`config.mk`:
```
export PLATFORM = sky130hd
export DESIGN_NAME = lowf_queue_ctrl_flat
export DESIGN_NICKNAME = d
export VERILOG_FILES = /design/src/rtl/lowf_queue_ctrl_pkg.sv /design/src/rtl/lowf_queue_ctrl_if.sv /design/src/rtl/lowf_queue_ctrl_rd_seq.sv /design/src/rtl/lowf_queue_ctrl.sv /design/src/flat_wrapper.sv
export SDC_FILE = /design/constraint.sdc
export NUM_CORES = 1
export LEC_CHECK = 0
export CORE_ASPECT_RATIO = 0.5
export CORE_MARGIN = 1
export CORE_UTILIZATION = 53
export CTS_BUF_LIST = sky130_fd_sc_hd__clkbuf_4 sky130_fd_sc_hd__clkbuf_8
export CTS_CLUSTER_SIZE = 16
export DETAILED_ROUTE_END_ITERATION = 16
export GPL_TIMING_DRIVEN = 0
export PLACE_DENSITY = 0.84
export SLEW_MARGIN = 25
export SYNTH_ARGS = -nofsm -noshare
export SYNTH_HDL_FRONTEND = slang
export SYNTH_SLANG_ARGS = --single-unit
```
`constraint.sdc`:
```
create_clock -name clk -period 2.7 [get_ports clk]
set_input_delay 0.54 -clock clk [delete_from_list [all_inputs] [get_ports clk]]
set_output_delay 0.54 -clock clk [all_outputs]
set_load 0.05 [all_outputs]
```
`src/rtl/lowf_queue_ctrl_pkg.sv`:
```
// ----------------------------------------------------------------------------
// lowf_pkg
// Shared types and sizing for the low-frequency band sample queue controller.
//   DEPTH  : RAM word count (power of two)
//   ADDR_W : RAM address width, log2(DEPTH)
//   TAPS   : samples streamed per read burst (TAPS <= DEPTH-2)
//   DECIM  : decimation ratio, one accepted sample per DECIM pulses
//   SMPL_W : sample width
// ----------------------------------------------------------------------------
package lowf_pkg;

   localparam int DEPTH  = 1024;
   localparam int ADDR_W = 10;
   localparam int TAPS   = 1021;
   localparam int DECIM  = 2;
   localparam int SMPL_W = 16;

   typedef enum logic [1:0] {
      IDLE = 2'd0,
      FILL = 2'd1,
      WAIT = 2'd2,
      READ = 2'd3
   } lowf_state_t;

endpackage

```
`src/rtl/lowf_queue_ctrl_if.sv`:
```
// ----------------------------------------------------------------------------
// lowf_queue_ctrl_if
// Bundles the sample input, RAM port and FIR-side signals of the controller.
//   slave  : the controller (consumes wrt_smpl/new_smpl/rdata, drives the rest)
//   master : the surrounding parent / RAM / sample source
// Signals:
//   wrt_smpl, new_smpl      incoming sample strobe and data
//   we, waddr, wdata        RAM write port
//   raddr, rdata            RAM read port (rdata one cycle after raddr)
//   smpl_out, smpl_vld      burst sample stream to the FIR
//   sequencing, burst_done  burst in progress / last-sample pulse
//   full, overrun           sticky status flags
// ----------------------------------------------------------------------------
interface lowf_queue_ctrl_if;
   import lowf_pkg::*;

   logic              wrt_smpl;
   logic [SMPL_W-1:0] new_smpl;
   logic              we;
   logic [ADDR_W-1:0] waddr;
   logic [SMPL_W-1:0] wdata;
   logic [ADDR_W-1:0] raddr;
   logic [SMPL_W-1:0] rdata;
   logic [SMPL_W-1:0] smpl_out;
   logic              smpl_vld;
   logic              sequencing;
   logic              burst_done;
   logic              full;
   logic              overrun;

   modport slave (
      input  wrt_smpl, new_smpl, rdata,
      output we, waddr, wdata, raddr, smpl_out, smpl_vld,
             sequencing, burst_done, full, overrun
   );

   modport master (
      output wrt_smpl, new_smpl, rdata,
      input  we, waddr, wdata, raddr, smpl_out, smpl_vld,
             sequencing, burst_done, full, overrun
   );

endinterface

```
`src/rtl/lowf_queue_ctrl_rd_seq.sv`:
```
// ----------------------------------------------------------------------------
// lowf_rd_seq
// Read-burst address generator. A start pulse loads the oldest address; the
// next TAPS cycles present consecutive (wrapping) read addresses. Valid and
// done are delayed one cycle to line up with the registered RAM read data.
// Ports:
//   clk, rst        clock, synchronous active-high reset
//   start_i         launch a burst (must not be asserted while addresses issue)
//   oldest_i        first read address of the burst
//   raddr_o         RAM read address, holds its last value between bursts
//   smpl_vld_o      read data for the burst is on rdata this cycle
//   burst_done_o    pulse with the final smpl_vld_o of a burst
//   sequencing_o    address issue or final data still pending
//   last_addr_o     the final address of the burst is on raddr_o this cycle
// ----------------------------------------------------------------------------
module lowf_rd_seq
   import lowf_pkg::*;
(
   input  logic              clk,
   input  logic              rst,
   input  logic              start_i,
   input  logic [ADDR_W-1:0] oldest_i,
   output logic [ADDR_W-1:0] raddr_o,
   output logic              smpl_vld_o,
   output logic              burst_done_o,
   output logic              sequencing_o,
   output logic              last_addr_o
);

   localparam logic [ADDR_W-1:0] LAST_CNT = ADDR_W'(TAPS - 1);

   logic              active_q, active_d;
   logic [ADDR_W-1:0] raddr_q,  raddr_d;
   logic [ADDR_W-1:0] rcnt_q,   rcnt_d;   // addresses still to issue after this one
   logic              vld_q;
   logic              done_q;

   always_comb begin
      active_d = active_q;
      raddr_d  = raddr_q;
      rcnt_d   = rcnt_q;
      if (start_i) begin
         active_d = 1'b1;
         raddr_d  = oldest_i;
         rcnt_d   = LAST_CNT;
      end else if (active_q) begin
         if (rcnt_q == '0) begin
            active_d = 1'b0;
         end else begin
            raddr_d = raddr_q + ADDR_W'(1);
            rcnt_d  = rcnt_q - ADDR_W'(1);
         end
      end
   end

   always_ff @(posedge clk) begin
      if (rst) begin
         active_q <= 1'b0;
         raddr_q  <= '0;
         rcnt_q   <= '0;
         vld_q    <= 1'b0;
         done_q   <= 1'b0;
      end else begin
         active_q <= active_d;
         raddr_q  <= raddr_d;
         rcnt_q   <= rcnt_d;
         vld_q    <= active_q;
         done_q   <= active_q && (rcnt_q == '0);
      end
   end

   assign raddr_o      = raddr_q;
   assign smpl_vld_o   = vld_q;
   assign burst_done_o = done_q;
   assign sequencing_o = active_q | vld_q;
   assign last_addr_o  = active_q && (rcnt_q == '0);

endmodule

```
`src/rtl/lowf_queue_ctrl.sv`:
```
// ----------------------------------------------------------------------------
// lowf_queue_ctrl
// Sequencer for the low-band sample queue. Decimates wrt_smpl pulses, writes
// accepted samples into a circular RAM buffer and, once TAPS samples are held,
// streams the TAPS most recent samples (oldest first) after every accepted
// sample. An accepted sample arriving while a burst issues addresses is still
// written but only raises the sticky overrun flag.
// Ports:
//   clk  system clock
//   rst  synchronous active-high reset
//   bus  lowf_queue_ctrl_if.slave: sample input, RAM ports, FIR stream, flags
// ----------------------------------------------------------------------------
module lowf_queue_ctrl
   import lowf_pkg::*;
(
   input  logic                   clk,
   input  logic                   rst,
   lowf_queue_ctrl_if.slave       bus
);

   localparam int                PH_W   = (DECIM > 1) ? $clog2(DECIM) : 1;
   localparam logic [PH_W-1:0]   PH_ACC = PH_W'(DECIM - 1);
   localparam logic [ADDR_W-1:0] TAPS_C = ADDR_W'(TAPS);

   lowf_state_t       state_q, state_d;
   logic [PH_W-1:0]   phase_q, phase_d;
   logic [ADDR_W-1:0] new_ptr_q, new_ptr_d;
   logic [ADDR_W-1:0] cnt_q, cnt_d;
   logic              we_q;
   logic [ADDR_W-1:0] waddr_q;
   logic [SMPL_W-1:0] wdata_q;
   logic              overrun_q;

   logic              accept;
   logic              full;
   logic              start;
   logic              set_ovr;
   logic              rd_last;
   logic              smpl_vld;
   logic [ADDR_W-1:0] oldest;

   assign accept = bus.wrt_smpl && (phase_q == PH_ACC);
   assign full   = (cnt_q == TAPS_C);
   // new_ptr_q already points past the sample written this cycle, so this is
   // the address of the oldest of the TAPS held samples; wraps naturally.
   assign oldest = new_ptr_q - TAPS_C;

   // ---------------- write path / decimation ----------------
   always_comb begin
      phase_d   = phase_q;
      new_ptr_d = new_ptr_q;
      cnt_d     = cnt_q;
      if (bus.wrt_smpl) begin
         phase_d = accept ? '0 : phase_q + PH_W'(1);
      end
      if (accept) begin
         new_ptr_d = new_ptr_q + ADDR_W'(1);
         if (cnt_q != TAPS_C) begin
            cnt_d = cnt_q + ADDR_W'(1);
         end
      end
   end

   always_ff @(posedge clk) begin
      if (rst) begin
         phase_q   <= '0;
         new_ptr_q <= '0;
         cnt_q     <= '0;
         we_q      <= 1'b0;
         waddr_q   <= '0;
         wdata_q   <= '0;
         overrun_q <= 1'b0;
      end else begin
         phase_q   <= phase_d;
         new_ptr_q <= new_ptr_d;
         cnt_q     <= cnt_d;
         we_q      <= accept;
         if (accept) begin
            waddr_q <= new_ptr_q;
            wdata_q <= bus.new_smpl;
         end
         if (set_ovr) begin
            overrun_q <= 1'b1;
         end
      end
   end

   // ---------------- FSM: state register ----------------
   always_ff @(posedge clk) begin
      if (rst) begin
         state_q <= IDLE;
      end else begin
         state_q <= state_d;
      end
   end

   // ---------------- FSM: next state ----------------
   // Decisions are taken in the write cycle (we_q), when cnt_q already
   // reflects the new sample, so a burst's first address lands one cycle later.
   always_comb begin
      state_d = state_q;
      unique case (state_q)
         IDLE: if (we_q) state_d = full ? READ : FILL;
         FILL: if (we_q && full) state_d = READ;
         WAIT: if (we_q) state_d = READ;
         READ: if (rd_last) state_d = WAIT;
         default: state_d = IDLE;
      endcase
   end

   // ---------------- FSM: outputs ----------------
   always_comb begin
      start   = 1'b0;
      set_ovr = 1'b0;
      if (we_q) begin
         if (state_q == READ) begin
            set_ovr = 1'b1;
         end else if (full) begin
            start = 1'b1;
         end
      end
   end

   lowf_rd_seq u_rd_seq (
      .clk          (clk),
      .rst          (rst),
      .start_i      (start),
      .oldest_i     (oldest),
      .raddr_o      (bus.raddr),
      .smpl_vld_o   (smpl_vld),
      .burst_done_o (bus.burst_done),
      .sequencing_o (bus.sequencing),
      .last_addr_o  (rd_last)
   );

   assign bus.we       = we_q;
   assign bus.waddr    = waddr_q;
   assign bus.wdata    = wdata_q;
   assign bus.smpl_vld = smpl_vld;
   assign bus.smpl_out = smpl_vld ? bus.rdata : '0;
   assign bus.full     = full;
   assign bus.overrun  = overrun_q;

endmodule

```
`src/flat_wrapper.sv`:
```
// flat-port wrapper written by rule: the top's interface ports become plain ports
module lowf_queue_ctrl_flat import lowf_pkg::*;
  (clk, rst, bus_wrt_smpl, bus_new_smpl, bus_rdata, bus_we, bus_waddr, bus_wdata, bus_raddr, bus_smpl_out, bus_smpl_vld, bus_sequencing, bus_burst_done, bus_full, bus_overrun);
  lowf_queue_ctrl_if bus_i ();
  input  logic clk;
  input  logic rst;
  input wire logic [$bits(bus_i.wrt_smpl)-1:0] bus_wrt_smpl;
  input wire logic [$bits(bus_i.new_smpl)-1:0] bus_new_smpl;
  input wire logic [$bits(bus_i.rdata)-1:0] bus_rdata;
  output wire logic [$bits(bus_i.we)-1:0] bus_we;
  output wire logic [$bits(bus_i.waddr)-1:0] bus_waddr;
  output wire logic [$bits(bus_i.wdata)-1:0] bus_wdata;
  output wire logic [$bits(bus_i.raddr)-1:0] bus_raddr;
  output wire logic [$bits(bus_i.smpl_out)-1:0] bus_smpl_out;
  output wire logic [$bits(bus_i.smpl_vld)-1:0] bus_smpl_vld;
  output wire logic [$bits(bus_i.sequencing)-1:0] bus_sequencing;
  output wire logic [$bits(bus_i.burst_done)-1:0] bus_burst_done;
  output wire logic [$bits(bus_i.full)-1:0] bus_full;
  output wire logic [$bits(bus_i.overrun)-1:0] bus_overrun;
  assign bus_i.wrt_smpl = bus_wrt_smpl;
  assign bus_i.new_smpl = bus_new_smpl;
  assign bus_i.rdata = bus_rdata;
  assign bus_we = bus_i.we;
  assign bus_waddr = bus_i.waddr;
  assign bus_wdata = bus_i.wdata;
  assign bus_raddr = bus_i.raddr;
  assign bus_smpl_out = bus_i.smpl_out;
  assign bus_smpl_vld = bus_i.smpl_vld;
  assign bus_sequencing = bus_i.sequencing;
  assign bus_burst_done = bus_i.burst_done;
  assign bus_full = bus_i.full;
  assign bus_overrun = bus_i.overrun;
  lowf_queue_ctrl u_core (.clk(clk), .rst(rst), .bus(bus_i));
endmodule
```
==> results of run 1 <==
-- area by class of cell --
| cell class | instances | share of cell area |
|---|---|---|
| clock inverters | 2 | 0.00772 |
| well taps | 84 | 0.0232 |
| repair buffers | 91 | 0.206 |
| inverters | 6 | 0.00496 |
| clock buffers | 13 | 0.0380 |
| multi-input cells | 283 | 0.368 |
| plain buffers | 24 | 0.0256 |
| flip-flops and latches | 74 | 0.326 |
-- layout by cell type (no fill, tap or decap), types with 5 or more instances in the layout --
master	Yosys	final
dlymetal6s2s_1	0	10
xor2_1	21	21
a221oi_1	10	10
clkdlybuf4s50_1	0	80
nand3_1	10	10
o21ai_0	5	5
nand4_1	11	11
dfxtp_1	74	74
inv_1	6	6
ha_1	6	6
a31oi_1	5	5
nor3_1	10	10
clkbuf_8	1	13
and2_1	18	18
nand2_1	70	70
xnor2_1	17	17
nor2_1	32	32
a21oi_1	39	39
clkbuf_1	18	18
-- power breakdown --
| group | total [W] | switching [W] | internal, W | leakage, nW |
|---|---|---|---|---|
| Combinational | 0.000197 | 0.000111 | 0.0000858 | 1.00 |
| Clock | 0.000896 | 0.000389 | 0.000507 | 0.109 |
| Sequential | 0.00112 | 0.0000140 | 0.00111 | 0.598 |
-- kinds of logic after synthesis --
logic type / after synthesis
AO/OA/AOI/OAI: 68
XOR/XNOR: 38
adder cells (fa/ha/maj): 6
buffers and inverters: 30
flip-flops: 74
multiplexers: 1
AND/OR/NAND/NOR: 170
-- metal layers --
metal,GRT usage,up-vias,wire length (um)
met5,0,-,0
met1,0.303,1438,3450
met2,0.464,137,3910
li1,-,1526,-
met4,0.0846,0,96
met3,0.113,11,852
-- repair_timing --
item / 4_1_cts / 5_1_grt
resized for setup: 1 / 11
buffers inserted: 0 / 0
endpoints found under the setup margin: 1 / 11
hold buffers: 0 / 0
-- critical path, delay by kind of cell (launching register included) --
kind	cells	cell delay, ns
flip-flops	1	0.45
adder cells (fa/ha/maj)	1	0.18
buffers and inverters	1	0.54
AND/OR/NAND/NOR	2	0.54
-- state kept, by name, indices dropped and copies added (netlist names) --
register,flops
u_core.u_rd_seq.rcnt_q,10
u_core.u_rd_seq.burst_done_o,1
u_core.cnt_q,10
u_core.bus.waddr,10
u_core.phase_q,1
u_core.u_rd_seq.active_q,1
u_core.bus.we,1
u_core.new_ptr_q,10
u_core.u_rd_seq.smpl_vld_o,1
u_core.u_rd_seq.raddr_o,10
u_core.bus.wdata,16
u_core.state_q,2
u_core.bus.overrun,1
-- path summary, 6_finish.rpt --
kind | cells past startpoint | to | slack [ns] | from
min reg2reg | 2 | u_core.bus.waddr[4]$_SDFFE_PP0P_ | 0.46 | u_core.bus.waddr[4]$_SDFFE_PP0P_
max | 4 | bus_full | 0.11 | u_core.cnt_q[0]$_SDFFE_PP0P_
min | 2 | u_core.u_rd_seq.raddr_o[9]$_SDFFE_PP0P_ | 0.42 | rst
max reg2reg | 8 | u_core.u_rd_seq.raddr_o[3]$_SDFFE_PP0P_ | 0.60 | u_core.u_rd_seq.rcnt_q[0]$_SDFFE_PP0P_
-- stage by stage --
| step | worst slack [ns] | hold WS [ns] | total power (W) | utilization |
|---|---|---|---|---|
| floorplan | 0.598 | 0.458 | 0.00125 | - |
| global placement | 0.237 | 0.440 | 0.00134 | 0.751 |
| detailed placement | 0.137 | 0.449 | 0.00134 | 0.751 |
| CTS | 0.0797 | 0.405 | 0.00223 | 0.788 |
| global route | 0.000324 | 0.411 | 0.00229 | 0.792 |
| finish | 0.106 | 0.418 | 0.00222 | 0.792 |
==> impl_metrics.csv, run 1 <==
group,metric,value,unit
run_status,status,"finished, final reports clean",
sta,fin_crit_sh,0.961,
critical_path,cp_slowest_cell,"clkdlybuf4s15_1",
placed_design,port_buffers,91,
synth,async_flop_share,0,
detailed_routing,routedWlPerCell,14.4,um
finish,final_area,4540,um2
global_routing,grt_overflow,0,
finish,multi_input_area,1670,um2
synth,synth_edf_count,0,
synth,syn_nets,428,
sta,finalSetupViolCount,0,
synth,ys_seq_elements,74,
floorplan,core,5730,um2
synth,ys_seq_area_frac,0.450,
detailed_routing,route.detailed.drc,0,
finish,area_growth,38.0,%
detailed_routing,drt_iter0_drc,113,
placed_design,placed_area,4310,um2
synth,synth_ff_type,"dfxtp_1",
sta,rsz0062_at_grt,"false",
sta,fin_crit,2.59,ns
global_routing,antenna_found_initial,0,
sta,finalHoldViolations,0,
sta,fin_tns_setup,0,ns
synth,yosysMostFrequentCell,"dfxtp_1",
finish,antennaDiodeCount,0,
synth,ys.warnings.count,0,
floorplan,die_x,113,um
floorplan,start_util,0.574,
sta,slew_headroom,0.640,
pwr,powerDensity,488,nW/um2
critical_path,slowest_delay,0.54,ns
critical_path,required,2.16,ns
placed_design,place_inst,562,
clocking,htreeDepth,3,
global_routing,grt_pass1_wl,13600,um
synth,synthAdderAreaFrac,0.0228,
detailed_routing,ant_nets,0,
pwr,p_leak,1.71,nW
sta,slew_violations,0,
pwr,vdd_drop_max,0.000354,V
sta,skew,0.0141,ns
clocking,clk_latency,0.35,ns
detailed_routing,dr.pass1.iters,4,
detailed_routing,vias,3112,
synth,muxShareOfSynthArea,0.00304,
synth,syn_area_per_cell,8.50,um2
sta,max_slew.worst_pin.slew,0.540,ns
finish,fin_nets,530,
sta,fmax,386,MHz
synth,synth.top_cell.area_share,0.450,
floorplan,fp-row-count,19,
clocking,clk_path_buf_depth,2,
clocking,cts_sinks,74,
synth,synth-simple-area-share,0.253,
synth,netlist_area,3290,um2
placed_design,hpwl,6000,um
critical_path,start_kind,"flip-flop",
critical_path,cp_max_fo,6,
clocking,root_buffer,"clkbuf_8",
floorplan,num_io_pins,93,
synth,synth_compound_area_frac,0.127,
critical_path,arrival,2.05,ns
clocking,cts_buffers,9,
finish,finalNonFillerCells,577,
global_routing,track_usage,0.267,
synth,synth_area_leaders,"dfxtp_1 (45%), nand2_1 (8.0%), a21oi_1 (5.9%)",
synth,synth_top_family_by_area,"simple AND/OR/NAND/NOR gates",
synth,synth_common_cells,"dfxtp_1 (74), nand2_1 (70), a21oi_1 (39), nor2_1 (32), xor2_1 (21)",
worst_hold_path,hp-class,"in -> reg",
floorplan,die_area,6540,um2
detailed_routing,drt_wl_total,8310,um
synth,synth_xor_area_frac,0.101,
finish,ff_latch_area,1480,um2
critical_path,path_cells,"ha_1 -> and4_1 -> and3_1 -> clkdlybuf4s15_1",
critical_path,critPathKind,"reg -> out",
placed_design,routabilityCongestion,0.816,
floorplan,dieHeight,57.7,um
global_routing,grt_start_max_net_pins,12,
detailed_routing,viasPerCell,5.39,
global_routing,grt_pass1_vias,2985,
finish,layout-drive-gt1-share,0.0588,
finish,fillers,389,
synth,synth_top_cell_by_area,"dfxtp_1",
critical_path,cp-end-kind,"output pin",
job,max-cap-violations,0,
clocking,clk_pin_slew_worst_paths,0.08,ns
synth,synth_cell_type_count,42,
synth,synthCells,387,
clocking,cts_tree,"built",
No activity file was read; power rests on OpenSTA's default activity.
==> inputs of run 2 (changes only) <==
- CORE_UTILIZATION: 53 -> 54
- SYNTH_HIERARCHICAL: not set -> 1
==> impl_metrics.csv, run 2 <==
group,metric,value,unit
global_routing,antenna_found_initial,0,
synth,ys_seq_elements,74,
detailed_routing,ant_nets,0,
sta,slew_violations,0,
critical_path,slowest_delay,0.48,ns
synth,async_flop_share,0,
finish,final_cell_mix,"clkdlybuf4s50_1 (81), dfxtp_1 (74), nand2_1 (69)",
synth,synth_top_cell_by_area,"dfxtp_1",
clocking,root_buffer,"clkbuf_8",
critical_path,r2r-end,"u_core/u_rd_seq/raddr_o[7]$_SDFFE_PP0P_",
finish,fin_nets,568,
sta,fin_crit_sh,0.911,
synth,synth_common_cells,"dfxtp_1 (74), nand2_1 (69), a21oi_1 (42), nor2_1 (41), and2_1 (18)",
finish,layout_commonest_cell,"clkdlybuf4s50_1",
global_routing,track_usage,0.256,
clocking,clk_latency,0.35,ns
critical_path,critPathKind,"reg -> reg",
synth,syn_nets,465,
synth,synth_area_leaders,"dfxtp_1 (42%), nand2_1 (7.3%), a21oi_1 (5.9%)",
detailed_routing,drt_wl_total,8440,um
worst_hold_path,whs_path_depth,2,
critical_path,cp_max_fo,10,
synth,synth.top_cell.area_share,0.418,
sta,fmax,407,MHz
sta,slew_headroom,0.601,
placed_design,place_inst,604,
critical_path,arrival,2.68,ns
global_routing,grt_overflow,0,
finish,layout-drive-gt1-share,0.0883,
clocking,post-cts-setup-buffer-count,0,
sta,finalHoldViolations,0,
job,max-cap-violations,0,
synth,yosysMostFrequentCell,"dfxtp_1",
worst_hold_path,hp-class,"reg -> reg",
critical_path,r2r_start,"u_core/cnt_q[0]$_SDFFE_PP0P_",
detailed_routing,viasPerCell,5.40,
sta,fin_tns_setup,0,ns
floorplan,dieHeight,59.3,um
critical_path,cp_slowest_cell,"dfxtp_1",
synth,netlist_area,3540,um2
pwr,p_leak,1.84,nW
clocking,htreeDepth,3,
synth,synthCells,424,
floorplan,die_x,117,um
sta,max_slew.worst_pin.slew,0.598,ns
clocking,cts_tree,"built",
synth,ys.warnings.count,6,
synth,ys_seq_area_frac,0.418,
worst_hold_path,worstHoldStart,"u_core/bus.waddr[7]$_SDFFE_PP0P_",
detailed_routing,routedWlPerCell,13.6,um
global_routing,grt_start_max_net_pins,14,
detailed_routing,route.detailed.drc,0,
global_routing,grt_pass1_vias,2951,
finish,fillers,479,
run_status,status,"finished, final reports clean",
critical_path,start_kind,"flip-flop",
finish,finalNonFillerCells,620,
detailed_routing,dr.pass1.iters,4,
synth,syn_area_per_cell,8.36,um2
floorplan,start_util,0.571,
finish,antennaDiodeCount,0,
critical_path,r2r_cells,9,
sta,fin_crit,2.46,ns
worst_hold_path,hold_path_end,"u_core/bus.waddr[7]$_SDFFE_PP0P_",
clocking,cts_sinks,74,
critical_path,r2r_setup_slack,0.24,ns
detailed_routing,drt_iter0_drc,207,
pwr,vdd_drop_max,0.000291,V
synth,synth_cell_type_count,55,
synth,synth_ff_type,"dfxtp_1",
placed_design,routabilityCongestion,0.841,
clocking,cts_buffers,9,
sta,rsz0062_at_grt,"false",
global_routing,grt_pass1_wl,13600,um
detailed_routing,vias,3346,
sta,skew,0.00735,ns
placed_design,port_buffers,92,
floorplan,fp-row-count,20,
floorplan,die_area,6910,um2
synth,synth_edf_count,0,
finish,area_growth,36.3,%
floorplan,num_io_pins,93,
sta,finalSetupViolCount,0,
floorplan,core,6210,um2
clocking,clk_pin_slew_worst_paths,0.08,ns
finish,largest_reg_flops,16,
clocking,ctsHoldBuffers,0,
critical_path,cp-end-kind,"flip-flop",
critical_path,required,2.92,ns
clocking,clk_path_buf_depth,2,
pwr,powerDensity,482,nW/um2
critical_path,path_cells,"ha_1 -> nand3_1 -> nor3_2 -> nand2_1 -> a21oi_1 -> inv_1 -> clkbuf_1 -> o21bai_1 -> a31oi_1",
placed_design,hpwl,5880,um
run 2: metrics by stage:
stage	total power, W	setup WS, ns	area [um2]	hold WS (ns)	utilization
final	0.00233	0.241	4830	0.455	0.779
after global routing	0.00241	0.0423	4830	0.474	0.779
after CTS	0.00234	0.0251	4810	0.457	0.775
after detailed placement	0.00135	0.0823	4580	0.446	0.737
after global placement	0.00135	0.110	4580	0.441	0.737
after floorplan	0.00126	0.139	3540	0.468	-
run 2: logic make-up (layout without fill, tap and decap cells):
family                     Yosys count  in the layout  share of synthesized area
and+or+nand+nor                    195            195                      0.279
AOI/OAI and AO/OA                   81             81                      0.160
DFF                                 74             74                      0.418
buffers and inverters               38            146                     0.0448
xor gates and xnor gates            24             24                     0.0593
adders and majority gates            6              6                     0.0212
muxes                                6              6                     0.0184
run 2: metal layers:
layer | wire length, um | GRT usage | vias up
met4 | 109 | 0.0904 | 0
met1 | 3800 | 0.322 | 1538
met2 | 3690 | 0.413 | 122
li1 | - | - | 1673
met3 | 831 | 0.0890 | 13
met5 | 0 | 0 | -
run 2: cell type report:
cell class                 count  area, um2  share of cell area
multi-input combinational    312       1900               0.394
sequential                    74       1480               0.307
timing repair buffer          92        941               0.195
clock buffer                  11        151              0.0313
tap                           88        110              0.0228
buffer                        23        103              0.0212
clock inverter                 5       85.1              0.0176
inverter                      15       56.3              0.0117
run 2: report_power, final:
group          total, W  switching, W  leakage (nW)  internal, W
Clock          0.000999      0.000424         0.116     0.000575
Sequential      0.00113     0.0000179         0.598      0.00111
Combinational  0.000201      0.000113          1.13    0.0000884
run 2: worst max-delay path, delay by kind of cell (launching register included):
kind / cells / cell delay (ns)
compound gates: 3 / 0.68
buf+inv: 2 / 0.38
simple gates: 3 / 0.52
fa+ha+maj: 1 / 0.26
flops: 1 / 0.48
run 2: repair_timing:
action | in CTS | in global routing
gates resized for setup | 1 | 12
endpoints found under the hold margin | 0 | 0
endpoints found under the setup margin | 1 | 11
run 2: worst max path at each step:
| stage | endpoint | slack [ns] | start |
|---|---|---|---|
| finish | u_core/u_rd_seq/raddr_o[7]$_SDFFE_PP0P_ | 0.24 | u_core/cnt_q[0]$_SDFFE_PP0P_ |
| global route | u_core/u_rd_seq/raddr_o[7]$_SDFFE_PP0P_ | 0.04 | u_core/cnt_q[0]$_SDFFE_PP0P_ |
| CTS | bus_smpl_out[12] | 0.03 | u_core/u_rd_seq/smpl_vld_o$_SDFF_PP0_ |
| detailed placement | u_core/bus.overrun$_SDFFE_PP0P_ | 0.08 | rst |
| global placement | u_core/new_ptr_q[7]$_SDFFE_PP0P_ | 0.11 | rst |
| floorplan | u_core/u_rd_seq/raddr_o[2]$_SDFFE_PP0P_ | 0.14 | u_core/cnt_q[0]$_SDFFE_PP0P_ |
